`src/rtl/ras_ckpt.sv`:
```
// Return-address stack with checkpoint/restore for speculative fetch.
// A circular array holds return addresses; ptr/cnt can be snapshotted and restored after a flush.
module ras_ckpt #(
  parameter int DEPTH = 8,
  parameter int VA_W  = 32,
  parameter int PTR_W = $clog2(DEPTH),
  parameter int CNT_W = $clog2(DEPTH) + 1
) (
  input  logic             clk,
  input  logic             rst,
  input  logic             push_i,
  input  logic [VA_W-1:0]  push_addr_i,
  input  logic             pop_i,
  input  logic             restore_i,
  input  logic [PTR_W-1:0] restore_ptr_i,
  input  logic [CNT_W-1:0] restore_cnt_i,
  input  logic [VA_W-1:0]  restore_top_i,
  output logic [VA_W-1:0]  top_o,
  output logic             top_valid_o,
  output logic [PTR_W-1:0] ckpt_ptr_o,
  output logic [CNT_W-1:0] ckpt_cnt_o,
  output logic             overflow_o,
  output logic             underflow_o
);

  logic [VA_W-1:0]  mem [DEPTH];
  logic [PTR_W-1:0] ptr;
  logic [CNT_W-1:0] cnt;

  logic [PTR_W-1:0] ptr_n;
  logic [CNT_W-1:0] cnt_n;
  logic             wr_en;
  logic [PTR_W-1:0] wr_idx;
  logic [VA_W-1:0]  wr_data;
  logic             ovf_n;
  logic             udf_n;
  logic             empty;
  logic             full;

  function automatic logic [CNT_W-1:0] clamp_cnt(input logic [CNT_W-1:0] c);
    if (c > CNT_W'(DEPTH)) return CNT_W'(DEPTH);
    return c;
  endfunction

  assign empty = (cnt == '0);
  assign full  = (cnt == CNT_W'(DEPTH));

  // Request resolution: restore beats push/pop; an empty push+pop degenerates to push.
  always_comb begin
    ptr_n   = ptr;
    cnt_n   = cnt;
    wr_en   = 1'b0;
    wr_idx  = ptr;
    wr_data = push_addr_i;
    ovf_n   = 1'b0;
    udf_n   = 1'b0;
    if (restore_i) begin
      ptr_n   = restore_ptr_i;
      cnt_n   = clamp_cnt(restore_cnt_i);
      wr_en   = (cnt_n != '0);
      wr_idx  = restore_ptr_i;
      wr_data = restore_top_i;
    end else if (push_i && pop_i && !empty) begin
      wr_en  = 1'b1;
      wr_idx = ptr;
    end else if (push_i) begin
      ptr_n  = ptr + PTR_W'(1);
      wr_en  = 1'b1;
      wr_idx = ptr_n;
      if (full) ovf_n = 1'b1;
      else      cnt_n = cnt + CNT_W'(1);
    end else if (pop_i) begin
      if (empty) begin
        udf_n = 1'b1;
      end else begin
        ptr_n = ptr - PTR_W'(1);
        cnt_n = cnt - CNT_W'(1);
      end
    end
  end

  // State update; reset also clears the array so a restored stale pointer reads zero.
  always_ff @(posedge clk) begin
    if (rst) begin
      ptr         <= '0;
      cnt         <= '0;
      overflow_o  <= 1'b0;
      underflow_o <= 1'b0;
      for (int i = 0; i < DEPTH; i++) mem[i] <= '0;
    end else begin
      ptr         <= ptr_n;
      cnt         <= cnt_n;
      overflow_o  <= ovf_n;
      underflow_o <= udf_n;
      if (wr_en) mem[wr_idx] <= wr_data;
    end
  end

  assign top_o       = mem[ptr];
  assign top_valid_o = !empty;
  assign ckpt_ptr_o  = ptr;
  assign ckpt_cnt_o  = cnt;

endmodule

```
`config.mk`:
```
export PLATFORM = sky130hd
export DESIGN_NAME = ras_ckpt
export DESIGN_NICKNAME = d
export VERILOG_FILES = /design/src/rtl/ras_ckpt.sv
export SDC_FILE = /design/constraint.sdc
export NUM_CORES = 1
export LEC_CHECK = 0
export CAP_MARGIN = 20
export CORE_MARGIN = 2
export CORE_UTILIZATION = 40
export CTS_BUF_LIST = sky130_fd_sc_hd__clkbuf_4 sky130_fd_sc_hd__clkbuf_8 sky130_fd_sc_hd__clkbuf_16
export CTS_CLUSTER_SIZE = 28
export DETAILED_ROUTE_END_ITERATION = 8
export DONT_BUFFER_PORTS = 1
export PLACE_DENSITY = 0.6
export SLEW_MARGIN = 20
export SYNTH_ARGS = -nofsm -noshare
export SYNTH_HDL_FRONTEND = slang
export SYNTH_SLANG_ARGS = --single-unit
```
`constraint.sdc`:
```
create_clock -name clk -period 4.45 [get_ports clk]
set_input_delay 0.2225 -clock clk [delete_from_list [all_inputs] [get_ports clk]]
set_output_delay 0.2225 -clock clk [all_outputs]
set_load 0.03 [all_outputs]
```
==> impl_metrics.py <==
metrics = {
    "status": {
        "status": "finished, final reports clean",
    },
    "worst_setup_path": {
        "cp.required_ps": 4680,
        "criticalPathCategory": "register to register",
        "cp-start-kind": "register",
        "rr_worst_depth": 5,
        "crit_fanout": 16,
        "critPathLaunch": "ckpt_cnt_o[0]",
        "rrSetupSlack_ps": 1190,
        "crit-reg2reg-launch": "ckpt_cnt_o[0]",
        "r2r_end": "mem[6][26]",
        "crit_arrival_ps": 3490,
        "end_kind": "register",
    },
    "yosys": {
        "yosysSeqAreaShare": 0.651,
        "syn_area_um2": 12200,
        "synth_xor_area_frac": 0.00647,
        "synth_cell_type_count": 46,
        "synthCells": 842,
        "yosys_register_bits": 268,
        "syn_nets": 923,
        "synthArstFlopShare": 0,
        "synth-simple-area-share": 0.108,
        "ys_warn_count": 0,
        "synthAdderAreaFrac": 0.00575,
        "synth_mux_area_frac": 0.180,
        "synth_top_family_by_area": "multiplexers",
        "ys.flop_type": "edfxtp_1",
        "synth_edf_count": 256,
        "avgSynthCellArea_um2": 14.5,
        "synth_compound_area_frac": 0.0240,
    },
    "layout": {
        "drive_above_1_share": 0.246,
        "final_nets": 925,
        "multi_input_area_um2": 4040,
        "layout_common_cells": "nor2_1 (262), edfxtp_1 (256), mux2_2 (65)",
        "regArea_um2": 7930,
        "fin_area_um2": 13700,
        "utilization": 0.459,
        "num-fill-cells": 2602,
        "final_common_cell": "nor2_1",
        "area_growth_pct": 12.2,
        "antennaDiodeCount": 0,
    },
    "timing": {
        "setup_viol": 0,
        "rsz0062_at_grt": "false",
        "fin_crit_sh": 0.733,
        "drv_slew": 0,
        "fin_crit_ps": 3260,
        "hold_viol": 0,
        "tns_ps": 0,
        "maxSlewHeadroom": 0.345,
        "max_freq_mhz": 306,
        "tightest_slew_ps": 983,
        "final.setup_skew_ps": 8.38,
    },
    "floorplan": {
        "core_area_um2": 29800,
        "rows": 63,
        "die_w_um": 179,
        "io_pins": 118,
        "die-area_um2": 31900,
        "start_util": 0.409,
        "die_h_um": 179,
    },
    "route": {
        "drt-initial-drc-count": 509,
        "totalWireLength_mm": 27.7,
        "routed_via_density": 5.46,
        "vias": 6833,
        "dr.pass1.iters": 4,
        "ant_nets": 0,
        "avgRoutedWirePerCell_um": 22.1,
        "drc": 0,
    },
    "cts": {
        "cts_max_level": 1,
        "post_cts_resized": 0,
        "clkTransAtPathRegs_ps": 60,
        "clockBufferDepth": 3,
        "hold_buffers": 9,
        "post_cts_buffers": 0,
        "clk-insertion-delay-late_ps": 530,
        "clock-sinks": 268,
        "cts_root_buf": "clkbuf_16",
        "cts_tree": "yes",
        "tritoncts.num_buffers": 28,
    },
    "placed_design": {
        "io_buffers": 0,
        "dpl_cell_area_um2": 12700,
        "gp_congestion": 0.720,
        "hpwl_mm": 15.5,
    },
    "hold_path": {
        "hp-class": "input pin to register",
        "worstHoldEndpoint": "ckpt_cnt_o[3]",
        "hold_path_depth": 3,
        "hold_start": "push_i",
    },
    "power_and_ir_drop": {
        "pwr-share-comb": 0.140,
        "p_seq_frac": 0.490,
        "power_switching_uw": 1600,
        "ir_worst_vdd_uv": 320,
        "netSwitchingFraction": 0.256,
        "powerDensity_nw_per_um2": 458,
        "clkPwrFrac": 0.370,
        "leakage_uw": 0.00463,
        "intPower_uw": 4660,
    },
    "job": {
        "cap_violations": 0,
    },
    "global_route": {
        "gr-max-usage-layer": "met2",
        "grt_max_degree": 45,
        "use_met2": 0.286,
        "grt_pass1_vias": 6984,
        "antenna_found_initial": 0,
        "grt_usage": 0.179,
        "use_met1": 0.257,
        "grt.overflow.total": 0,
        "grt_pass1_wl_mm": 42.6,
        "use_met3": 0.0318,
    },
}
## logic make-up (layout without fill, tap and decap cells)
logic type | count (synthesis) | in the layout
buffers and inverters | 63 | 83
flip-flops | 268 | 268
AND/OR/NAND/NOR | 331 | 331
multiplexers | 130 | 130
AO/OA/AOI/OAI | 36 | 36
XOR/XNOR | 9 | 9
adder cells (fa/ha/maj) | 5 | 5
## stage by stage
stage	total power (µW)	cells	hold slack, ps	worst slack (ps)
finish	6260	1252	53.4	1190
global route	6480	1252	89.1	1000
CTS	6320	1252	41.6	1180
detailed placement	4010	1195	297	1190
global placement	4000	1195	294	1220
floorplan	3770	842	295	741
## synthesized netlist by cell type (all sizes together), types with 4 or more instances
library cell  count  area (µm²)
mux2             66         747
nand2b            4        25.0
ha                4        50.1
xnor2             5        43.8
clkbuf           31         116
dfxtp            12         240
or3               6        37.5
edfxtp          256        7690
mux4             64        1440
nand2            41         154
nor2            263         987
a21oi             7        38.8
o21ai             4        20.0
o21bai            8        60.1
xor2              4        35.0
buf              26         174
inv               6        22.5
nand3             4        20.0
## final cells by class
cell class	instances	share of cell area
clock buffers	33	0.0553
clock inverters	15	0.0113
inverters	6	0.00165
multi-input cells	511	0.295
flip-flops and latches	268	0.580
well taps	390	0.0357
repair buffers	29	0.0203
## registers in the layout (all words and copies together) (netlist names), named ones only
name / cells
underflow_o: 1
mem: 256
ckpt_ptr_o: 3
ckpt_cnt_o: 4
overflow_o: 1
## worst max-delay path by stage
stage	end	slack [ps]	depth (start not counted)
6_report	mem[6][26]	1190	5
5_1_grt	mem[6][26]	1000	5
4_1_cts	mem[6][27]	1180	5
3_5_place_dp	mem[6][27]	1190	5
3_3_place_gp	mem[6][26]	1220	5
2_1_floorplan	mem[4][0]	740	4
## routing by layer
layer  routed length [µm]  part of all wire
met5                    0                 0
met2                13400              0.48
met4                  483             0.017
met1                12200              0.44
met3                 1570             0.057
## power groups by stage
stage          Sequential [µW]  Combinational, µW  Clock [µW]
2_1_floorplan             3060                706           0
3_3_place_gp              3120                876           0
3_5_place_dp              3130                881           0
4_1_cts                   3070                894        2350
5_1_grt                   3090                943        2440
6_report                  3070                877        2320
## critical path, cell delays in order (launching register included)
cell      delay (ps)
dfxtp_1          510
o41ai_4          740
o311ai_1         350
or2_2            480
o21bai_4         550
buf_4            320
(Power assumes the default switching activity.)
